==> src/rtl/clock_rtc.sv <==
// Real-time clock: prescaler-divided one-second ticks driving a sec/min/hour counter.
// Supports range-checked time loads and a single alarm compare on each advance.
module clock_rtc #(
    parameter int TICK_DIV = 50000000,
    parameter int DIV_W    = 26,
    parameter int HOURS    = 24
) (
    input  logic       clock,
    input  logic       resetn,
    input  logic       run,
    input  logic       set_valid,
    input  logic [5:0] set_sec,
    input  logic [5:0] set_min,
    input  logic [5:0] set_hour,
    input  logic       alarm_we,
    input  logic [5:0] alarm_sec,
    input  logic [5:0] alarm_min,
    input  logic [5:0] alarm_hour,
    input  logic       alarm_en,
    output logic [5:0] sec,
    output logic [5:0] min,
    output logic [5:0] hour,
    output logic       tick,
    output logic       day_wrap,
    output logic       alarm,
    output logic       set_err
);

    localparam logic [DIV_W-1:0] PRESC_LAST = DIV_W'(TICK_DIV - 1);
    localparam logic [5:0]       HOUR_LAST  = 6'(HOURS - 1);
    localparam logic [6:0]       HOUR_LIM   = 7'(HOURS);

    logic [DIV_W-1:0] presc_q, presc_d;
    logic [5:0]       sec_q, sec_d, min_q, min_d, hour_q, hour_d;
    logic [5:0]       alarm_sec_q, alarm_sec_d, alarm_min_q, alarm_min_d;
    logic [5:0]       alarm_hour_q, alarm_hour_d;
    logic             tick_q, tick_d, day_wrap_q, day_wrap_d;
    logic             alarm_q, alarm_d, set_err_q, set_err_d;
    logic             advance_s, set_ok_s;

    // Next-state: set beats advance; advance beats plain prescaler counting.
    always_comb begin
        presc_d    = presc_q;
        sec_d      = sec_q;
        min_d      = min_q;
        hour_d     = hour_q;
        tick_d     = 1'b0;
        day_wrap_d = 1'b0;
        alarm_d    = 1'b0;
        advance_s  = run && (presc_q >= PRESC_LAST);
        set_ok_s   = set_valid && (set_sec < 6'd60) && (set_min < 6'd60)
                     && ({1'b0, set_hour} < HOUR_LIM);
        set_err_d  = set_valid && !set_ok_s;

        if (set_ok_s) begin
            presc_d = '0;
            sec_d   = set_sec;
            min_d   = set_min;
            hour_d  = set_hour;
        end else if (advance_s) begin
            presc_d = '0;
            tick_d  = 1'b1;
            if (sec_q >= 6'd59) begin
                sec_d = 6'd0;
                if (min_q >= 6'd59) begin
                    min_d = 6'd0;
                    if (hour_q >= HOUR_LAST) begin
                        hour_d     = 6'd0;
                        day_wrap_d = 1'b1;
                    end else begin
                        hour_d = hour_q + 6'd1;
                    end
                end else begin
                    min_d = min_q + 6'd1;
                end
            end else begin
                sec_d = sec_q + 6'd1;
            end
            // Compare against the alarm registers as they stood before this edge.
            alarm_d = alarm_en && (sec_d == alarm_sec_q) && (min_d == alarm_min_q)
                      && (hour_d == alarm_hour_q);
        end else if (run) begin
            presc_d = presc_q + DIV_W'(1);
        end else begin
            presc_d = presc_q;
        end

        if (alarm_we) begin
            alarm_sec_d  = alarm_sec;
            alarm_min_d  = alarm_min;
            alarm_hour_d = alarm_hour;
        end else begin
            alarm_sec_d  = alarm_sec_q;
            alarm_min_d  = alarm_min_q;
            alarm_hour_d = alarm_hour_q;
        end
    end

    // State and output registers with synchronous active-low reset.
    always_ff @(posedge clock) begin
        if (!resetn) begin
            presc_q      <= '0;
            sec_q        <= 6'd0;
            min_q        <= 6'd0;
            hour_q       <= 6'd0;
            alarm_sec_q  <= 6'd0;
            alarm_min_q  <= 6'd0;
            alarm_hour_q <= 6'd0;
            tick_q       <= 1'b0;
            day_wrap_q   <= 1'b0;
            alarm_q      <= 1'b0;
            set_err_q    <= 1'b0;
        end else begin
            presc_q      <= presc_d;
            sec_q        <= sec_d;
            min_q        <= min_d;
            hour_q       <= hour_d;
            alarm_sec_q  <= alarm_sec_d;
            alarm_min_q  <= alarm_min_d;
            alarm_hour_q <= alarm_hour_d;
            tick_q       <= tick_d;
            day_wrap_q   <= day_wrap_d;
            alarm_q      <= alarm_d;
            set_err_q    <= set_err_d;
        end
    end

    assign sec      = sec_q;
    assign min      = min_q;
    assign hour     = hour_q;
    assign tick     = tick_q;
    assign day_wrap = day_wrap_q;
    assign alarm    = alarm_q;
    assign set_err  = set_err_q;

endmodule

==> config.mk <==
export PLATFORM = sky130hd
export DESIGN_NAME = clock_rtc
export DESIGN_NICKNAME = d
export VERILOG_FILES = /design/src/rtl/clock_rtc.sv
export SDC_FILE = /design/constraint.sdc
export NUM_CORES = 1
export LEC_CHECK = 0
export ABC_AREA = 1
export BUFFER_PORTS_ARGS = -buffer_cell sky130_fd_sc_hd__buf_4
export CAP_MARGIN = 20
export CORE_UTILIZATION = 25
export DETAILED_ROUTE_END_ITERATION = 8
export GPL_ROUTABILITY_DRIVEN = 0
export SETUP_SLACK_MARGIN = 0.05
export SLEW_MARGIN = 15
export SYNTH_ARGS = -nofsm -noshare
export SYNTH_HDL_FRONTEND = slang
export SYNTH_SLANG_ARGS = --single-unit
==> constraint.sdc <==
create_clock -name clock -period 1.7 [get_ports clock]
set_input_delay 0.51 -clock clock [delete_from_list [all_inputs] [get_ports clock]]
set_output_delay 0.51 -clock clock [all_outputs]
set_load 0.02 [all_outputs]
# [After elaboration in Yosys (flattened, before gate mapping)]
# Index checks and enable logic that the tools add are counted.
[word_totals] ff_bits=66 wordCells=63 out_inout_bits=22 in_bits=42
[op_classes] bitwise_logic=4 mux=20 eq_ne=3 reduce_logical=14 magnitude_cmp=7 add_sub_neg=4
[ops] cell="two-way mux 6 bit" count=18
[ops] cell="adder 26 x 1 -> 26 bit (second input constant)" count=1
[ops] cell="greater-or-equal comparator 26 bit (second input constant)" count=1
[ops] cell="adder 6 x 1 -> 6 bit (second input constant)" count=3
[ops] cell="== test 6 bit" count=3
[ops] cell="greater-or-equal comparator 6 bit (second input constant)" count=2
[ops] cell="less-than comparator 6 bit (second input constant)" count=2
[ops] cell="logical AND 1 bit" count=8
[ops] cell="greater-or-equal comparator 6 x 5 -> 1 bit (second input constant)" count=1
[ops] cell="less-than comparator 6 x 5 -> 1 bit (second input constant)" count=1
[ops] cell="OR reduction 3 bit" count=2
[ops] cell="OR reduction 5 bit" count=1
[ops] cell="NOT 1 bit" count=4
[ops] cell="two-way mux 1 bit" count=2
[ops] cell="nonzero test 2 bit" count=1
[ops] cell="OR reduction 2 bit" count=1
[ops] cell="logical NOT 1 bit" count=1

# [Logic depth before layout (Yosys ltp)]
# Gate-level depths: netlist of the first run.
[logic_depth] ltp_word=9 mapped_depth=15 ltp_nobuf=14

# [Least setup slack after synthesis of the first run]
# No wires, ideal clock.
[synth_timing] path_type="register to register" startpoint="reg sec_q[0] (netlist: sec[0])" endpoint="reg alarm_q (netlist: alarm)" stages_incl_launch_ff=15 n_path_buf=1 synth_period_minus_slack_ps=1791 path_slack_ps=-91 setup_ps=64 arrival_ps=1727 required_ps=1636 path_cell_list="dfxtp_1 ha_1 nor2_2 nor2_8 nand3_4 buf_6 nand2_1 nand2_1 nand2_1 nand2_1 nor2_1 nand2_1 nor2_1 nand3_1 nor2_1"
[synth_between] elab_chain_cells=8
[synth_rtl] element="start, declared" line="34" source="logic [5:0] sec_q, sec_d, min_q, min_d, hour_q, hour_d;"
[synth_rtl] element="start signal, assigned" line="103" source="sec_q <= 6'd0;"
[synth_rtl] element="start signal, assigned" line="115" source="sec_q <= sec_d;"
[synth_rtl] element="adder 6 x 1 -> 6 bit or greater-or-equal comparator 6 bit (tied branches)" line="77, 63"
[synth_rtl] element="two-way mux 6 bit" line="63" source="if (sec_q >= 6'd59) begin"
[synth_rtl] element="two-way mux 6 bit" line="60" source="end else if (advance_s) begin"
[synth_rtl] element="two-way mux 6 bit" line="55" source="if (set_ok_s) begin"
[synth_rtl] element="== test 6 bit" line="80" source="alarm_d = alarm_en && (sec_d == alarm_sec_q) && (min_d == alarm_min_q)"
[synth_rtl] element="logical AND 1 bit (2 in series)" line="80"
[synth_rtl] element="logical AND 1 bit (*)" line="81" source="&& (hour_d == alarm_hour_q);"
[synth_rtl] element="end signal, assigned" line="123" source="alarm_q <= alarm_d;"
[synth_rtl] element="end, declared" line="38" source="logic alarm_q, alarm_d, set_err_q, set_err_d;"
# Mark *: on every way between the ends. The rest lies on a longest branch, timed or not. The select of a mux whose other input is x is not followed.
# A chain may end at the register's enable or synchronous reset.

# [Final worst setup path of the first run]
[layout_timing] startpoint="reg min_q[1] (netlist: min[1])" endpoint="reg alarm_q (netlist: alarm)"
[layout_between] elab_chain_cells=8
[layout_rtl] element="start, declared" line="34"
[layout_rtl] element="start signal, assigned" line="116" source="min_q <= min_d;"
[layout_rtl] element="adder 6 x 1 -> 6 bit or greater-or-equal comparator 6 bit (tied branches)" line="74, 65"
[layout_rtl] element="two-way mux 6 bit" line="65" source="if (min_q >= 6'd59) begin"
[layout_rtl] element="two-way mux 6 bit" line="63"
[layout_rtl] element="two-way mux 6 bit" line="60"
[layout_rtl] element="two-way mux 6 bit" line="55"
[layout_rtl] element="== test 6 bit" line="80"
[layout_rtl] element="logical AND 1 bit" line="80"
[layout_rtl] element="logical AND 1 bit (*)" line="81"
# Marks and branches as above.

==> metrics.md, run 1 <==
| Metric | Value |
|---|---|
| Clk sinks | 66 |
| Initial antenna violation count | 0 |
| Setup-failing EPs final | 1 |
| Final hold vios | 0 |
| Final setup TNS | -0.01438 ns |
| Final worst slack | -0.01438 ns |
| Crit path kind | register to register |
| Mapped Nets | slightly below 600 |
| Boundary Pins | 64 |
| RSZ-0062 raised after global routing | true |
| Die H | 122.9 µm |
| Input/output buffers | 63 |
| Via density per instance | 4.512 |
| Clk slew on worst S/H paths | approximately 0.06 ns |
| Simple-gate portion of the synthesized area | 35.74% |
| Mapped Area | 3655 µm² |
| Antenna-violating nets left | 0 |
| Core area | between 10000 and 15000 µm² |
| Largest family of logic cells by synthesized area | simple AND/OR/NAND/NOR gates |
| Proportion of synthesized area in mux cells | less than 1% |
| Diode count | 0 |
| Seq/Total Area, Yosys | between 30% and 40% |
| Worst Tran Pin Value | between 0.2 and 0.3 ns |
| Initial core utilization | between 20% and 30% |
| Yosys top cell by area | dfxtp_1 |
| Status | complete, but fails checks |
| Mapped Cells | 537 |
| Final Instance Area | just over 6000 µm² |
| NumNets Final | about 750 |
| Total gr overflow | 0 |
| Placement Rows | 43 |
| Unique masters post-synth | 38 |
| Longest Clk Path Bufs | 2 |
| Synth Flop Type | dfxtp_1 |
| GR peak layer | met2 |
| Hpwl dp | between 8000 and 9000 µm |
| Fillcell total | 1454 |
| CTS H-tree lvls | 3 |
| DRC | 0 |
| Total CTS buffers | 9 |
| CP arrival | about 2 ns |
| Crit end category | register |
| Synth Area in XOR/XNOR | under 10% |
| Max Cap Viol | 0 |
| Met3 Usage GRT | 3.736% |
| Post-synthesis adder-cell area fraction | 2.054% |
| First-pass GRT wire length | around 18000 µm |
| Type of the tightest min-delay check | input port to register |
| GRT Overall Usage | between 15 and 20% |
| Violated checks | negative setup slack |
| Crit path required time | between 1.5 and 2 ns |
| Async S/R FF share, synth | 0% |
| Count of pins over their slew limit | 0 |
| WL per Instance | between 10 and 15 µm |
| EDFF count, synth | 0 |
| Synth warn | 0 |
| Leakage power | 2.628 nW |
| Post-synth top area share | 36.15% |
| Layout area overhead | 67.72% |
| Mean Syn Cell Area | ~6.8 µm² |
| Synth top cells by count | nand2_1, nor2_1, dfxtp_1 |
| Max Clk Rate | ~0.58 GHz |
| Via count of the first global-routing pass | 3772 |
| Drt total wl | approximately 12000 µm |
| Compound-Gate Fraction of Synth Area | approximately an eighth |
| Clock Latency Late Sink | between 0.3 and 0.4 ns |
| Startpoint types | register |
| Area after DPL | between 4000 and 5000 µm² |
| Root buffer cell | clkbuf_16 |
| Inst Count DP | about 850 |
| Fin crit share | 100.8% |
| Power Dens Cells | about 700 nW/µm² |
| Ranking of synthesized cells by area | dfxtp_1, nand2_1, nor2_1 |
| Worst-path maximum fanout | 5 |
| Share of cells above drive strength 1 | roughly 48% |
| Met1 Resource Use GR | approximately 20% |
| TritonRoute pass-1 iters | 4 |
| Yosys reg bits | between 60 and 70 |
| Pin count of the biggest net entering global routing | 27 |
| Tmin final | about 1.7 ns |
| Slew headroom | around 83% |
| DR iter-0 viols | between 200 and 250 |
| Global Route met2 Usage | 25.42% |
| DIE AREA | roughly 15000 µm² |
| Most frequent cell after synthesis | nand2_1 |
| Hold-fix buffers at CTS | 0 |
| Final non-filler cell total | around 900 |
| Peak supply drop | 0.3804 mV |
| Via count | 4020 |
| Chip Width | 122.9 µm |
| CTS tree | built |
| Clock Skew | just under 0.007 ns |
worst paths after layout:
path                            slack, ns       startpoint         endpoint  depth (start not counted)
worst min-delay path                 0.40     alarm_sec[2]   alarm_sec_q[2]                          3
worst min register to register       0.47  alarm_hour_q[5]  alarm_hour_q[5]                          2
worst max register to register      -0.01           min[1]            alarm                         12
worst max-delay path                -0.01           min[1]            alarm                         12
layer usage:
| layer | vias to the layer above | wire length (µm) |
|---|---|---|
| met3 | 6 | 539 |
| met2 | 84 | 5845 |
| met4 | 0 | 113 |
| met5 | - | 0 |
| met1 | 1839 | 5288 |
| li1 | 2091 | - |
where the power goes:
group | internal, mW | leakage (nW) | switching [mW]
registers | 1.61 | 0.551 | 0.0490
clock network | 1.21 | 0.147 | 0.669
logic | 0.345 | 1.93 | 0.383
area by class of cell:
type / count / area (µm²) / share of cell area [%]
well taps: 180 / 225.2 / 3.674
flip-flops and latches: 66 / 1356 / 22.13
clock buffers: 14 / 264.0 / 4.307
repair buffers: 172 / 1423 / 23.21
clock inverters: 2 / 35.03 / 0.5715
multi-input cells: 403 / 2619 / 42.72
inverters: 54 / 207.7 / 3.388
worst max-delay path: stages (launching register included):
cell and delay [ns]:
dfxtp_4 0.37, ha_2 0.18, inv_2 0.06, nand2_4 0.10
nand2_4 0.08, nor2_4 0.14, nand2_2 0.11, buf_4 0.16
nand4_1 0.08, nand2_1 0.07, nor2_2 0.12, nand3_2 0.10
nor2_2 0.09
per-stage QoR:
step	hold slack (ns)	setup slack (ns)	power, mW	util, %
final	0.4017	-0.01438	4.271	43.48
after global routing	0.4076	-0.1369	4.453	43.48
after CTS	0.3910	-0.05295	4.186	38.79
after detailed placement	0.4630	-0.4051	2.251	35.14
after global placement	0.4573	-0.3796	2.249	35.14
after floorplan	0.4419	0.02116	1.981	-
sequential cells by signal, indices dropped and copies added (netlist names), 6 cells and up:
register and count:
alarm_hour_q 6, hour 6, presc_q 26, alarm_min_q 6
min 6, sec 6, alarm_sec_q 6
cells in the final DEF, fill, tap and decap left out, types with 9 or more instances in the layout:
| cell | n |
|---|---|
| buf_4 | 156 |
| nand2_1 | 91 |
| nor2_1 | 52 |
| inv_1 | 42 |
| dfxtp_1 | 42 |
| o21ai_0 | 41 |
| nor2_4 | 28 |
| nand3_1 | 24 |
| dfxtp_2 | 22 |
| nor2_2 | 21 |
| a21oi_1 | 20 |
| xor2_1 | 18 |
| nand2_2 | 15 |
| nand4_1 | 13 |
| clkbuf_16 | 12 |
| inv_2 | 9 |
| nand3_2 | 9 |
| buf_6 | 9 |
repair_timing:
item / in CTS / in global routing
endpoints found under the setup margin: 45 / 46
gates cloned: 3 / 4
setup buffers: 6 / 11
pin swaps: 21 / 46
resized for setup: 30 / 155
cells by family (layout without fill, tap and decap cells):
| family | count (synthesis) | after routing |
|---|---|---|
| AOI/OAI and AO/OA | 84 | 84 |
| xor gates and xnor gates | 23 | 23 |
| adders and majority gates | 6 | 6 |
| buffers and inverters | 71 | 242 |
| DFF | 66 | 66 |
| muxes | 1 | 1 |
| and+or+nand+nor | 286 | 289 |
(Power assumes the default switching activity.)
==> run 2, diff against run 1 <==
--- a/config.mk
+++ b/config.mk
@@ -8,6 +8,7 @@
 export ABC_AREA = 1
 export BUFFER_PORTS_ARGS = -buffer_cell sky130_fd_sc_hd__buf_4
 export CAP_MARGIN = 20
+export CORE_MARGIN = 10
 export CORE_UTILIZATION = 25
 export DETAILED_ROUTE_END_ITERATION = 8
 export GPL_ROUTABILITY_DRIVEN = 0
==> run 2 against run 1 <==
  * The run still ends with negative setup slack left
  * Fmax fell by 1.8%
  * Largest power group unchanged
  * Power fell by 0.22%
  * Critical endpoint is now presc_q[17]
  * Setup slack got worse by 0.031 ns
  * Die area rose by 31%
  * Sequential share of layout area rose by 0.55 points
  * First-iteration DRC count fell by 22%
  * Critical path depth rose by 1
==> metrics.md, run 2 (synthesis gave the netlist of run 1 again) <==
| Metric | Value |
|---|---|
| Crit end category | register |
| Clock Skew | slightly below 0.01 ns |
| NumNets Final | 763 |
| TritonRoute pass-1 iters | 4 |
| R2R cell count | 13 |
| CP startpoint | presc_q[0] |
| Crit path required time | between 1.5 and 2 ns |
| Pin count of the biggest net entering global routing | 28 |
| Setup-failing EPs final | 21 |
| FF-to-FF Start | presc_q[0] |
| Antenna-violating nets left | 0 |
| Final non-filler cell total | around 900 |
| Status | complete, but fails checks |
| Final worst slack | -0.04528 ns |
| Tmin final | between 1.5 and 2 ns |
| Hpwl dp | 8803 µm |
| Final core utilization | 41.31% |
| First-pass GRT wire length | ~20000 µm |
| Worst-path maximum fanout | 13 |
| Capture point of the worst reg-to-reg path | presc_q[17] |
| Slew headroom | between 70 and 80% |
| Fillcell total | 1516 |
| Final hold vios | 0 |
| Power Dens Cells | between 700 and 800 nW/µm² |
| CP arrival | 1.98 ns |
| Hold Slack | between 0.3 and 0.4 ns |
| Via count of the first global-routing pass | approximately 3900 |
| Share of cells above drive strength 1 | roughly two fifths |
| Type of the tightest min-delay check | input port to register |
| Chip Width | between 100 and 150 µm |
| Fin crit share | 102.7% |
| FF-to-FF setup slack | -0.05 ns |
| Most common cell after layout, fill and taps aside | buf_4 |
| Final setup TNS | -0.6510 ns |
| Longest Clk Path Bufs | 2 |
| DRC | 0 |
| Via density per instance | approximately 4.4 |
| Core area | ~14000 µm² |
| Die H | 140.9 µm |
| Root buffer cell | clkbuf_16 |
| Boundary Pins | 64 |
| Initial antenna violation count | 0 |
| Leakage power | between 2 and 3 nW |
| Violated checks | negative setup slack |
| CTS H-tree lvls | 3 |
| Clock Latency Late Sink | between 0.3 and 0.4 ns |
| Worst Tran Pin Value | ~0.33 ns |
| Placement Rows | 44 |
| Most frequent cells in the layout | buf_4, nand2_1, nor2_1 |
| Peak supply drop | between 0.4 and 0.5 mV |
| Count of pins over their slew limit | 0 |
| Initial core utilization | between 20% and 30% |
| Crit path kind | register to register |
| DIE AREA | 19860 µm² |
| PnR Total Power | between 4 and 5 mW |
| Max Clk Rate | approximately 0.57 GHz |
| Inst Count DP | roughly 860 |
| Drt total wl | approximately 12000 µm |
| WL per Instance | 13.46 µm |
| Clk slew on worst S/H paths | roughly 0.060 ns |
| Largest reg by FF count | presc_q |
| RSZ-0062 raised after global routing | true |
| Total gr overflow | 0 |
| GRT Overall Usage | 12.28% |
| CTS tree | built |
| Input/output buffers | 63 |
| Total CTS buffers | 9 |
| Max Cap Viol | 0 |
| DR iter-0 viols | 192 |
| Clk sinks | 66 |
| Layout area overhead | 63.03% |
| Diode count | 0 |
| Hold-fix buffers at CTS | 0 |
| Setup crit end | presc_q[17] |
| Max reg flops | 26 |
| Via count | about 4000 |
| Startpoint types | register |
[run 2: per-stage QoR]
| stage | setup slack (ns) | instance area [µm²] |
|---|---|---|
| 2_1_floorplan | 0.02116 | 3680 |
| 3_3_place_gp | -0.3376 | 5006 |
| 3_5_place_dp | -0.3486 | 5006 |
| 4_1_cts | -0.02842 | 5779 |
| 5_1_grt | -0.1535 | 5958 |
| 6_report | -0.04528 | 5958 |
[run 2: layout make-up]
class                      instances  area (µm²)  share of cell area, %
inverter                          54       205.2                  3.444
sequential                        66        1351                  22.68
clock inverter                     6       65.06                  1.092
timing repair buffer             184        1540                  25.85
clock buffer                      10       239.0                  4.011
multi-input combinational        400        2327                  39.06
tap                              184       230.2                  3.864
[run 2: how the worst min path moves through the flow]
stage	from	to	depth (start not counted)
final	alarm_min[2]	alarm_min_q[2]	3
after global routing	alarm_sec[5]	alarm_sec_q[5]	3
after CTS	alarm_min[2]	alarm_min_q[2]	3
after detailed placement	alarm_min_q[3]	alarm_min_q[3]	2
after global placement	alarm_hour_q[3]	alarm_hour_q[3]	2
after floorplan	presc_q[25]	presc_q[25]	2
[run 2: repair_timing]
action,CTS,global route
setup buffers,20,6
resized for setup,68,46
gates cloned,2,1
pin swaps,37,15
setup endpoints to repair,45,47
[run 2: layer usage]
layer | vias up | wire, µm | track usage [%]
met5 | - | 0 | 0
met4 | 0 | 176 | 3.859
met3 | 15 | 674 | 4.064
met2 | 71 | 5936 | 20.27
met1 | 1813 | 5381 | 14.68
li1 | 2098 | - | -
[run 2: critical path, stage by stage (launching register included)]
cell	delay, ns
dfxtp_4	0.37
ha_4	0.14
nand3_2	0.08
o21ai_2	0.17
nand3_2	0.10
nand3_2	0.09
buf_6	0.11
nand2_4	0.05
nand2_4	0.08
nor2_4	0.04
inv_4	0.11
buf_12	0.12
buf_16	0.13
nor2_1	0.04
[run 2: where the power goes]
group	leakage, nW	switching, mW	internal, mW
logic	1.98	0.353	0.334
registers	0.548	0.0500	1.61
clock network	0.149	0.739	1.18
total	2.67	1.14	3.12
==> run 3, diff against run 2 <==
--- a/config.mk
+++ b/config.mk
@@ -5,7 +5,6 @@
 export SDC_FILE = /design/constraint.sdc
 export NUM_CORES = 1
 export LEC_CHECK = 0
-export ABC_AREA = 1
 export BUFFER_PORTS_ARGS = -buffer_cell sky130_fd_sc_hd__buf_4
 export CAP_MARGIN = 20
 export CORE_MARGIN = 10
==> run 3 against run 2 <==
  * The run still ends with negative setup slack left
  * Utilization increased by 2.6 points
  * Worst hold slack better by 0.027 ns
  * Critical path depth down 4
  * Flip-flop and latch count unchanged
  * Power increased by 0.77%
  * Wire length grew 5.6%
  * Sequential share of layout area fell by 0.66 points
  * Combinational power about the same
  * Sequential power is essentially flat
  * Critical path type unchanged
  * Critical endpoint is now min[2]
  * Largest cell class unchanged
  * Highest routed layer unchanged
==> metrics.md, run 3 <==
| Metric | Value |
|---|---|
| DRC | 0 |
| Async S/R FF share, synth | 0% |
| Via count of the first global-routing pass | 3936 |
| Die H | roughly 140 µm |
| Yosys top cell by area | dfxtp_1 |
| Leakage power | 2.527 nW |
| RSZ-0062 raised after global routing | true |
| Type of the tightest min-delay check | input port to register |
| EDFF count, synth | 0 |
| Via density per instance | approximately 4.8 |
| Initial core utilization | about 25% |
| DR iter-0 viols | 172 |
| Max Cap Viol | 0 |
| Share of cells above drive strength 1 | ~50% |
| Most common cell after layout, fill and taps aside | buf_4 |
| Most frequent cells in the layout | buf_4, dfxtp_1, nand2_1 |
| Max reg flops | 26 |
| Seq/Total Area, Yosys | a little under two fifths |
| Mapped Nets | 463 |
| Synth top cells by count | dfxtp_1, nor2_1, nand2_1 |
| Max Clk Rate | just under 0.5 GHz |
| Worst Tran Pin Value | 0.3539 ns |
| Final core utilization | roughly 44% |
| Hpwl dp | around 9000 µm |
| Yosys reg bits | 66 |
| Place WS | -0.4183 ns |
| Violated checks | negative setup slack |
| Antenna-violating nets left | 0 |
| Slowest CP cell | or4_4 |
| Final hold vios | 0 |
| NumNets Final | 648 |
| Synth warn | 0 |
| Clock Skew | between 0.006 and 0.007 ns |
| Largest reg by FF count | presc_q |
| Count of pins over their slew limit | 0 |
| Clk sinks | 66 |
| CTS tree | built |
| GRT Overall Usage | between 10% and 20% |
| Total CTS buffers | 9 |
| Unique masters post-synth | 55 |
| Critical path's top delay family | simple AND/OR/NAND/NOR gates |
| Power Dens Cells | slightly above 700 nW/µm² |
| Worst Path Buf+Inv | 3 |
| Crit path required time | approximately 1.9 ns |
| Peak supply drop | 0.4194 mV |
| Fillcell total | 1334 |
| Input/output buffers | 63 |
| Slew headroom | around three quarters |
| Inst Count DP | about 750 |
| Mapped Area | between 3000 and 4000 µm² |
| Critical-path cell list | or4_4 > nor4_4 > o21ai_4 > clkbuf_16 > buf_12 > buf_8 > and2_4 > nand4b_1 > a31oi_1 |
| Via count | ~3800 |
| Final worst slack | -0.3738 ns |
| Final non-filler cell total | ~800 |
| Chip Width | 138.9 µm |
| Core area | roughly 14000 µm² |
| CTS H-tree lvls | 3 |
| Mapped Cells | just over 400 |
| Root buffer cell | clkbuf_16 |
| Tmin final | 2.074 ns |
| Mean Syn Cell Area | 8.517 µm² |
| Longest Clk Path Bufs | 2 |
| Crit end category | register |
| Post-synth top area share | a little under two fifths |
| Drt total wl | about 13000 µm |
| PnR Total Power | approximately 4.3 mW |
| Pin count of the biggest net entering global routing | 37 |
| CP arrival | around 2.3 ns |
| DIE AREA | 19290 µm² |
| Status | complete, but fails checks |
| Fin crit share | 122.0% |
| Final Instance Area | 6098 µm² |
| Area after DPL | approximately 5100 µm² |
| Synth Flop Type | dfxtp_1 |
| Crit path kind | register to register |
| First-pass GRT wire length | 20240 µm |
| Diode count | 0 |
| Ranking of synthesized cells by area | dfxtp_1, mux2i_1, xor2_1 |
| Clock Latency Late Sink | roughly 0.34 ns |
| Layout area overhead | 72.53% |
| Most frequent cell after synthesis | dfxtp_1 |
| Initial antenna violation count | 0 |
| Clk slew on worst S/H paths | around 0.06 ns |
| Startpoint types | register |
| Setup-failing EPs final | 47 |
| Hold-fix buffers at CTS | 0 |
| CP peak stage delay | ~0.55 ns |
| Placement Rows | 43 |
| Worst-path maximum fanout | 3 |
| Total gr overflow | 0 |
| Boundary Pins | 64 |
| TritonRoute pass-1 iters | 6 |
| WL per Instance | about 16 µm |
run 3: cell count changes after synthesis, sizes merged, moves of 6 or more:
cell	previous run	this run
a21oi	25	14
a31oi	0	9
inv	52	8
mux2i	1	25
nand2	115	34
nand3	37	15
nor2	100	43
nor2b	0	20
o211ai	1	7
o21ai	54	25
or3	0	6
xnor2	3	11
run 3: cell families (layout without fill, tap and decap cells):
kind of cell    Yosys count  after routing  share of synthesized area [%]
compound gates           87             87                          16.46
xor+xnor                 36             36                          8.920
fa+ha+maj                 6              6                          2.124
buf+inv                  30            220                          3.611
flops                    66             66                          37.38
mux                      25             25                          7.080
simple gates            165            165                          24.42
run 3: final timing paths:
kind,startpoint,endpoint,slack (ns),cells past startpoint
worst max register to register,presc_q[10],min[2],-0.37,9
worst max-delay path,presc_q[10],min[2],-0.37,9
worst min register to register,alarm_sec_q[2],alarm_sec_q[2],0.53,2
worst min-delay path,set_sec[1],sec[1],0.41,2
run 3: power by group:
group | switching (mW) | internal, mW | leakage, nW
Sequential | 0.0576 | 1.61 | 0.544
Clock | 0.689 | 1.26 | 0.154
Combinational | 0.334 | 0.350 | 1.83
run 3: layout make-up:
class / count / area (µm²) / area share (%)
clock buffers: 12 / 267.8 / 4.391
clock inverters: 4 / 47.55 / 0.7796
inverters: 8 / 30.03 / 0.4924
multi-input cells: 319 / 2569 / 42.12
flip-flops and latches: 66 / 1343 / 22.01
well taps: 180 / 225.2 / 3.693
repair buffers: 196 / 1617 / 26.51
run 3: per-stage QoR:
step / hold WS (ns) / setup TNS, ns
final: 0.4137 / -13.76
after detailed placement: 0.5131 / -14.44
after global routing: 0.4111 / -16.50
after CTS: 0.4066 / -11.87
after floorplan: 0.4729 / -4.492
after global placement: 0.5003 / -14.91
run 3: what timing repair did:
action,CTS,global route
resized for setup,80,43
pin swaps,33,26
setup endpoints to repair,48,48
buffers inserted,14,7
hold endpoints to repair,0,0
cloned,3,0
run 3: per-layer routing:
metal | vias to the layer above | track usage (%) | wire [µm]
li1 | 1864 | - | -
met1 | 1833 | 14.94 | 5476
met2 | 72 | 22.26 | 6680
met3 | 17 | 3.116 | 486
met4 | 0 | 4.119 | 207
met5 | - | 0 | 0
